File: src/rtl/pc_fetch_unit.sv
// pc_fetch_unit: program counter and fetch control ahead of an async-read instruction memory.
//   clk, rst               rising-edge clock, synchronous active-high reset
//   stall                  hold PC and suppress accept this cycle
//   branchTaken/Target     branch/JAL redirect taken at the accept edge
//   jalrTaken/Target       JALR redirect (bit 0 cleared here), wins over branch
//   readAddr               byte address to instruction memory (= PC)
//   inst                   instruction word returned by memory
//   instOut, pcOut         instruction (NOP when not valid) and its PC, to decode
//   pcPlus4                pcOut + 4 for link writeback
//   valid, halted          fetch live / fetch stopped
//   misaligned, outOfRange sticky halt causes
//   instCount              number of accepted instructions
module pc_fetch_unit #(
    parameter int unsigned      WIDTH      = 32,
    parameter logic [WIDTH-1:0] RESET_PC   = WIDTH'(32'h0000_0000),
    parameter int unsigned      IMEM_DEPTH = 128
) (
    input  logic             clk,
    input  logic             rst,
    input  logic             stall,
    input  logic             branchTaken,
    input  logic [WIDTH-1:0] branchTarget,
    input  logic             jalrTaken,
    input  logic [WIDTH-1:0] jalrTarget,
    output logic [WIDTH-1:0] readAddr,
    input  logic [WIDTH-1:0] inst,
    output logic [WIDTH-1:0] instOut,
    output logic [WIDTH-1:0] pcOut,
    output logic [WIDTH-1:0] pcPlus4,
    output logic             valid,
    output logic             halted,
    output logic             misaligned,
    output logic             outOfRange,
    output logic [31:0]      instCount
);

    // One past the last legal byte address; one extra bit so it never overflows.
    localparam logic [WIDTH:0]   IMEM_BYTES = (WIDTH+1)'(IMEM_DEPTH * 4);
    localparam logic [WIDTH-1:0] NOP_WORD   = WIDTH'(32'h0000_0013);
    localparam logic [WIDTH-1:0] EBREAK_W   = WIDTH'(32'h0010_0073);

    typedef enum logic [1:0] {
        S_BOOT = 2'd0,
        S_RUN  = 2'd1,
        S_HALT = 2'd2
    } state_t;

    state_t           state;
    logic [WIDTH-1:0] pc;
    logic             valid_q;
    logic             halted_q;
    logic             mis_q;
    logic             oor_q;
    logic [31:0]      count_q;

    logic [WIDTH:0]   seq_sum;
    logic [WIDTH-1:0] jalr_tgt;
    logic [WIDTH-1:0] next_pc;
    logic             next_wrap;
    logic             tgt_misaligned;
    logic             tgt_oor;
    logic             is_ebreak;

    // Sequential PC computed one bit wider so a wrap past 2^WIDTH is visible.
    assign seq_sum  = {1'b0, pc} + (WIDTH+1)'(4);
    assign jalr_tgt = {jalrTarget[WIDTH-1:1], 1'b0};

    // Next-PC select: JALR > branch > sequential; only the winner is checked.
    always_comb begin
        next_pc   = seq_sum[WIDTH-1:0];
        next_wrap = seq_sum[WIDTH];
        if (jalrTaken) begin
            next_pc   = jalr_tgt;
            next_wrap = 1'b0;
        end else if (branchTaken) begin
            next_pc   = branchTarget;
            next_wrap = 1'b0;
        end
    end

    assign tgt_misaligned = (next_pc[1:0] != 2'b00);
    assign tgt_oor        = next_wrap || ({1'b0, next_pc} >= IMEM_BYTES);
    assign is_ebreak      = (inst == EBREAK_W);

    // Fetch FSM with PC, counter and sticky fault flags.
    always_ff @(posedge clk) begin
        if (rst) begin
            state    <= S_BOOT;
            pc       <= RESET_PC;
            valid_q  <= 1'b0;
            halted_q <= 1'b0;
            mis_q    <= 1'b0;
            oor_q    <= 1'b0;
            count_q  <= 32'd0;
        end else begin
            case (state)
                S_BOOT: begin
                    state   <= S_RUN;
                    valid_q <= 1'b1;
                end
                S_RUN: begin
                    if (!stall) begin
                        count_q <= count_q + 32'd1;
                        if (is_ebreak) begin
                            state    <= S_HALT;
                            valid_q  <= 1'b0;
                            halted_q <= 1'b1;
                        end else if (tgt_misaligned) begin
                            state    <= S_HALT;
                            valid_q  <= 1'b0;
                            halted_q <= 1'b1;
                            mis_q    <= 1'b1;
                        end else if (tgt_oor) begin
                            state    <= S_HALT;
                            valid_q  <= 1'b0;
                            halted_q <= 1'b1;
                            oor_q    <= 1'b1;
                        end else begin
                            pc <= next_pc;
                        end
                    end
                end
                S_HALT: begin
                    state    <= S_HALT;
                    valid_q  <= 1'b0;
                    halted_q <= 1'b1;
                end
                default: begin
                    state    <= S_HALT;
                    valid_q  <= 1'b0;
                    halted_q <= 1'b1;
                end
            endcase
        end
    end

    assign readAddr   = pc;
    assign pcOut      = pc;
    assign pcPlus4    = seq_sum[WIDTH-1:0];
    assign instOut    = valid_q ? inst : NOP_WORD;
    assign valid      = valid_q;
    assign halted     = halted_q;
    assign misaligned = mis_q;
    assign outOfRange = oor_q;
    assign instCount  = count_q;

endmodule
File: config.mk
export PLATFORM = sky130hd
export DESIGN_NAME = pc_fetch_unit
export DESIGN_NICKNAME = d
export VERILOG_FILES = /design/src/rtl/pc_fetch_unit.sv
export SDC_FILE = /design/constraint.sdc
export NUM_CORES = 1
export LEC_CHECK = 0
export BUFFER_PORTS_ARGS = -buffer_cell sky130_fd_sc_hd__buf_2
export CORE_AREA = 2 2 103 105
export CTS_CLUSTER_SIZE = 16
export DETAILED_ROUTE_END_ITERATION = 16
export DIE_AREA = 0 0 105 107
export GPL_TIMING_DRIVEN = 0
export PLACE_DENSITY = 0.87
export SLEW_MARGIN = 20
export SYNTH_ARGS = -nofsm -noshare
export SYNTH_HDL_FRONTEND = slang
export SYNTH_SLANG_ARGS = --single-unit
File: constraint.sdc
create_clock -name clk -period 9 [get_ports clk]
set_clock_uncertainty 0.1 [all_clocks]
set_input_delay 0.9 -clock clk [delete_from_list [all_inputs] [get_ports clk]]
set_output_delay 0.9 -clock clk [all_outputs]
set_load 0.02 [all_outputs]
# Word level (Yosys, flattened, before mapping)
# Cells that the tools add are included.
classes:
  n_bitwise: 5
  order_cmp: 1
  mux: 20
  n_eq_ne: 4
  n_reduce_logical: 9
  n_addsub: 2
ops:
  columns: ["operator", "count"]
  rows:
  - ["$mux W32", 3]
  - ["$add A32 B3 Y33 const B", 1]
  - ["$add A32 B1 Y32 const B", 1]
  - ["$eq A32 B21 Y1 const B", 1]
  - ["$ge A32 B10 Y1 const B", 1]
  - ["$mux W1", 10]
  - ["$reduce_and A5 Y1", 2]
  - ["$mux W2", 4]
  - ["$not A1 Y1", 5]
  - ["$ne A4 B4 Y1 const B", 1]
  - ["$pmux W1 S2", 2]
  - ["$pmux W2 S2", 1]
  - ["$reduce_and A2 Y1", 2]
  - ["$reduce_and A4 Y1", 1]
  - ["$reduce_and A3 Y1", 1]
  - ["$eq A2 B1 Y1 const B", 1]
  - ["$logic_not A2 Y1", 1]
  - ["$ne A2 B2 Y1 const B", 1]
  - ["$reduce_bool A2 Y1", 1]
  - ["$logic_or A1 B1 Y1", 1]
word_totals:
  inputBits: 101
  word_cells: 48
  ff_bits: 70
  output_inout_bits: 164

# Longest topological paths before layout
logic_depth:
  word_depth: 10
  depth_mapped: 10
  mapped_depth_nobuf: 9

# Least setup slack after synthesis
# No wires, ideal clock.
synth_timing:
  path_type: "reg-to-reg"
  from: "reg pc[2], in the netlist pcOut[2]"
  to: "reg pc[4], in the netlist pcOut[4]"
  t_arrival_ps: 3349
  n_path_buf: 1
  path_stages_with_launch: 11
  period_less_slack_ps: 3571
  required_time_ps: 8779
  setup_ps: 121
  slack_ps: 5429
  path_cell_list: "dfxtp_1 -> ha_1 -> nand3_2 -> or4_1 -> o31a_1 -> o31ai_2 -> nand4_1 -> or3_4 -> or4_1 -> buf_2 -> mux2_4"
synth_between:
  elab_chain_len: 7
  word_cells_on_any_way: 9
  cone_classes: "1 x add/sub; 1 x order compare; 4 x mux; 1 x bitwise; 2 x reduce/logical"
synth_lines:
  columns: ["item", "line", "source"]
  rows:
  - ["start, declared", "49", "logic [WIDTH-1:0] pc;"]
  - ["start signal, assigned", "119", "pc <= next_pc;"]
  - ["$add A32 B3 Y33 *", "65", "assign seq_sum = {1'b0, pc} + (WIDTH+1)'(4);"]
  - ["$mux W32", "75", "end else if (branchTaken) begin"]
  - ["$mux W32", "72", "if (jalrTaken) begin"]
  - ["$ge A32 B10 Y1", "82", "assign tgt_oor = next_wrap || ({1'b0, next_pc} >= IMEM_BYTES);"]
  - ["$logic_or A1 B1 Y1", "82", null]
  - ["$not A1 Y1 (no line)", null, null]
  - ["$reduce_and A5 Y1 (no line)", null, null]
# Mark *: on every way between the ends. The rest lies on a longest branch, timed or not.
# A chain may end at the register's enable or synchronous reset.

# Final worst setup path
layout_timing:
  from: "reg pc[6], in the netlist pcOut[6]"
  to: "reg pc[0], in the netlist pcOut[0]"
layout_between:
  elab_chain_len: 7
  word_cells_on_any_way: 9
  cone_classes: "1 x add/sub; 1 x order compare; 4 x mux; 1 x bitwise; 2 x reduce/logical"
layout_lines:
  columns: ["item", "line"]
  rows:
  - ["$add A32 B3 Y33 *", "65"]
  - ["$mux W32", "75"]
  - ["$mux W32", "72"]
  - ["$ge A32 B10 Y1", "82"]
  - ["$logic_or A1 B1 Y1 *", "82"]
  - ["$not A1 Y1 (no line) *", null]
  - ["$reduce_and A5 Y1 (no line) *", null]
# Marks and branches as above.

==> flow_summary.json <==
{
  "finalSetupViolations": 0,
  "cts_sinks": 69,
  "ys_seq_area_frac": 0.3103,
  "post_drt_via_cell_ratio": 5.448,
  "die_y_um": 107,
  "dp_slack_ns": 4.797,
  "hold_start": "outOfRange",
  "holdPathStages": 1,
  "cap_violations": 0,
  "overflow": 0,
  "grt_pass1_vias": 4689,
  "yosysUniqueCellTypes": 58,
  "placementRows": 37,
  "reg2regPathDepth": 10,
  "hp-class": "reg -> reg",
  "crit_path_cell_trace": "nand3_1, clkbuf_1, nor3_2, nand4_1, xnor2_1, mux2i_1, o21ai_0, nor4_4, clkbuf_1, nor3b_1",
  "seq_area_um2": 1381,
  "grt_max_degree": 13,
  "grt_usage": 0.2735,
  "start_util": 0.4411,
  "cp_slowest_cell": "nor4_4",
  "cts_setup_buffers": 0,
  "ioPinCount": 265,
  "rsz0062_at_grt": "false",
  "ant_nets": 0,
  "leakage_nw": 3.057,
  "routed.top_layer": "met4",
  "fill_cells": 910,
  "syn-num-nets": 655,
  "yosysWarnings": 0,
  "final_hold_viol_count": 0,
  "startpoint": "pcOut[6]",
  "dp_hpwl_mm": 12.68,
  "synth_area_leaders": "dfxtp_1 31%, buf_4 6.2%, xor2_1 5.5%, nor2_1 5.0%, and2_1 4.5%",
  "worstMarginPinSlew_ns": 0.8739,
  "grt_pass1_wl_mm": 24.17,
  "cts_root_buffer": "clkbuf_8",
  "fmax_mhz": 236.2,
  "startpoint_type": "flop",
  "wl_met1_mm": 6.348,
  "synth_ff_type": "dfxtp_1",
  "critPathKind": "reg -> reg",
  "htreeDepth": 3,
  "crit_top_cell": "clkbuf_1",
  "cts_tree": "built",
  "clockBufferDepth": 2,
  "max_stage_delay_ns": 0.66,
  "synth_top_area_frac": 0.3103,
  "portBuffers": 262,
  "fin_crit_sh": 0.4704,
  "cts_buffers": 9,
  "die-area_um2": 11240,
  "dpl-instance-area_um2": 5933,
  "layout_common_cells": "263 x buf_2, 69 x dfxtp_1, 59 x nor2_1",
  "setup_ws_ns": 4.766,
  "synth-seq-cells": 69,
  "synth_area_um2": 4452,
  "cts_resized": 0,
  "final_area_um2": 6157,
  "max-vdd-ir-drop_uv": 68.24,
  "detail_route.iter0.violations": 341,
  "layout.nets": 928,
  "wl_met3_mm": 1.709,
  "vias": 5263,
  "antenna_found_initial": 1,
  "final_cells": 966,
  "slew_viol_final": 0,
  "cts_hold_buf": 0,
  "placed_cells": 950,
  "wirelength_mm": 15.87,
  "drive_gt1_frac": 0.4005,
  "insertion_delay_ns": 0.34,
  "async_flop_share": 0,
  "path_max_fanout": 10,
  "relSlewSlack": 0.4162,
  "drtPass1Iterations": 5,
  "r2r-start": "pcOut[6]",
  "final_core_util": 0.6101,
  "post-route-min-period_ns": 4.234,
  "drc": 0,
  "yosysTopAreaCell": "dfxtp_1",
  "syn_area_per_cell_um2": 8.065,
  "netlist_instances": 552,
  "synth_edf_count": 0,
  "power.density_nw_per_um2": 112.5,
  "gp_congestion": 0.9925,
  "status": "finished clean",
  "cp.required_ns": 9.10,
  "met2RoutedLength_mm": 7.388,
  "die_x_um": 105,
  "critPathArrivalTime_ns": 4.33,
  "multi_input_area_um2": 2675,
  "core_um2": 10090,
  "setup_tns_ns": 0,
  "endpoint_kind": "flop",
  "clk_pin_slew_ns": 0.08,
  "final_common_cell": "buf_2",
  "areaGrowthSynthToFinish_pct": 38.31,
  "wl_per_cell_um": 16.43
}
==> registers in the layout, indices dropped and copies added (netlist names) <==
register / count
instCount: 32
pcOut: 32
state: 2
halted: 1
misaligned: 1
outOfRange: 1
==> stage by stage <==
step,hold slack (ns),total power [mW]
after floorplan,0.4372,0.3696
after global placement,0.3618,0.4157
after detailed placement,0.3688,0.4165
after CTS,0.3866,0.6990
after global routing,0.4162,0.7228
final,0.3816,0.6927
==> metal layers <==
layer / global-route usage / vias to the layer above
met3: 0.07477 / 38
met4: 0.1105 / 0
met2: 0.4471 / 293
li1: - / 2496
met1: 0.3414 / 2436
met5: 0 / -
==> cell type report <==
class                      count  share of cell area
antenna                        1           0.0004064
clock inverter                 5             0.01362
timing repair buffer         262              0.2130
buffer                        60             0.05934
tap                          136             0.02764
multi-input combinational    415              0.4345
clock buffer                  10             0.02235
inverter                       8            0.004877
sequential                    69              0.2243
==> logic make-up after synthesis <==
kind of cell,share of synthesized area
and+or+nand+nor,0.3696
DFF,0.3103
buffers and inverters,0.08881
AOI/OAI and AO/OA,0.09247
xor gates and xnor gates,0.09837
muxes,0.03485
adders and majority gates,0.005620
==> path summary, 6_finish.rpt <==
kind | slack [ns] | endpoint
max reg2reg | 4.77 | pcOut[0]
max | 4.77 | pcOut[0]
min | 0.38 | outOfRange
min reg2reg | 0.38 | outOfRange
==> synthesized netlist by cell type, drive strengths merged (3+ instances only) <==
cell type / n
dfxtp: 69
nor2: 59
buf: 40
and2: 32
nand3: 30
nand2: 29
xor2: 28
nand4: 27
nor3b: 26
xnor2: 22
nor4: 21
clkbuf: 20
a21oi: 17
and3: 13
nor3: 12
o21ai: 10
inv: 8
mux2i: 8
nor2b: 8
and4: 6
o31ai: 6
or3: 6
mux2: 5
or2: 5
nand2b: 4
nor4b: 3
o311ai: 3
o31a: 3
or4: 3
==> worst max-delay path: cells and delay by family (launching register included) <==
family | cells | cell delay [ns]
buffers and inverters | 2 | 0.76
xor gates and xnor gates | 1 | 0.23
AOI/OAI and AO/OA | 1 | 0.30
muxes | 1 | 0.35
DFF | 1 | 0.50
and+or+nand+nor | 5 | 1.86
==> power breakdown <==
group / switching [mW] / internal (mW) / total, mW
clock: 0.119 / 0.163 / 0.282
combinational: 0.0594 / 0.0411 / 0.101
sequential: 0.00277 / 0.307 / 0.310
total: 0.181 / 0.512 / 0.693
Note: power is estimated with default switching activity, not from simulation.
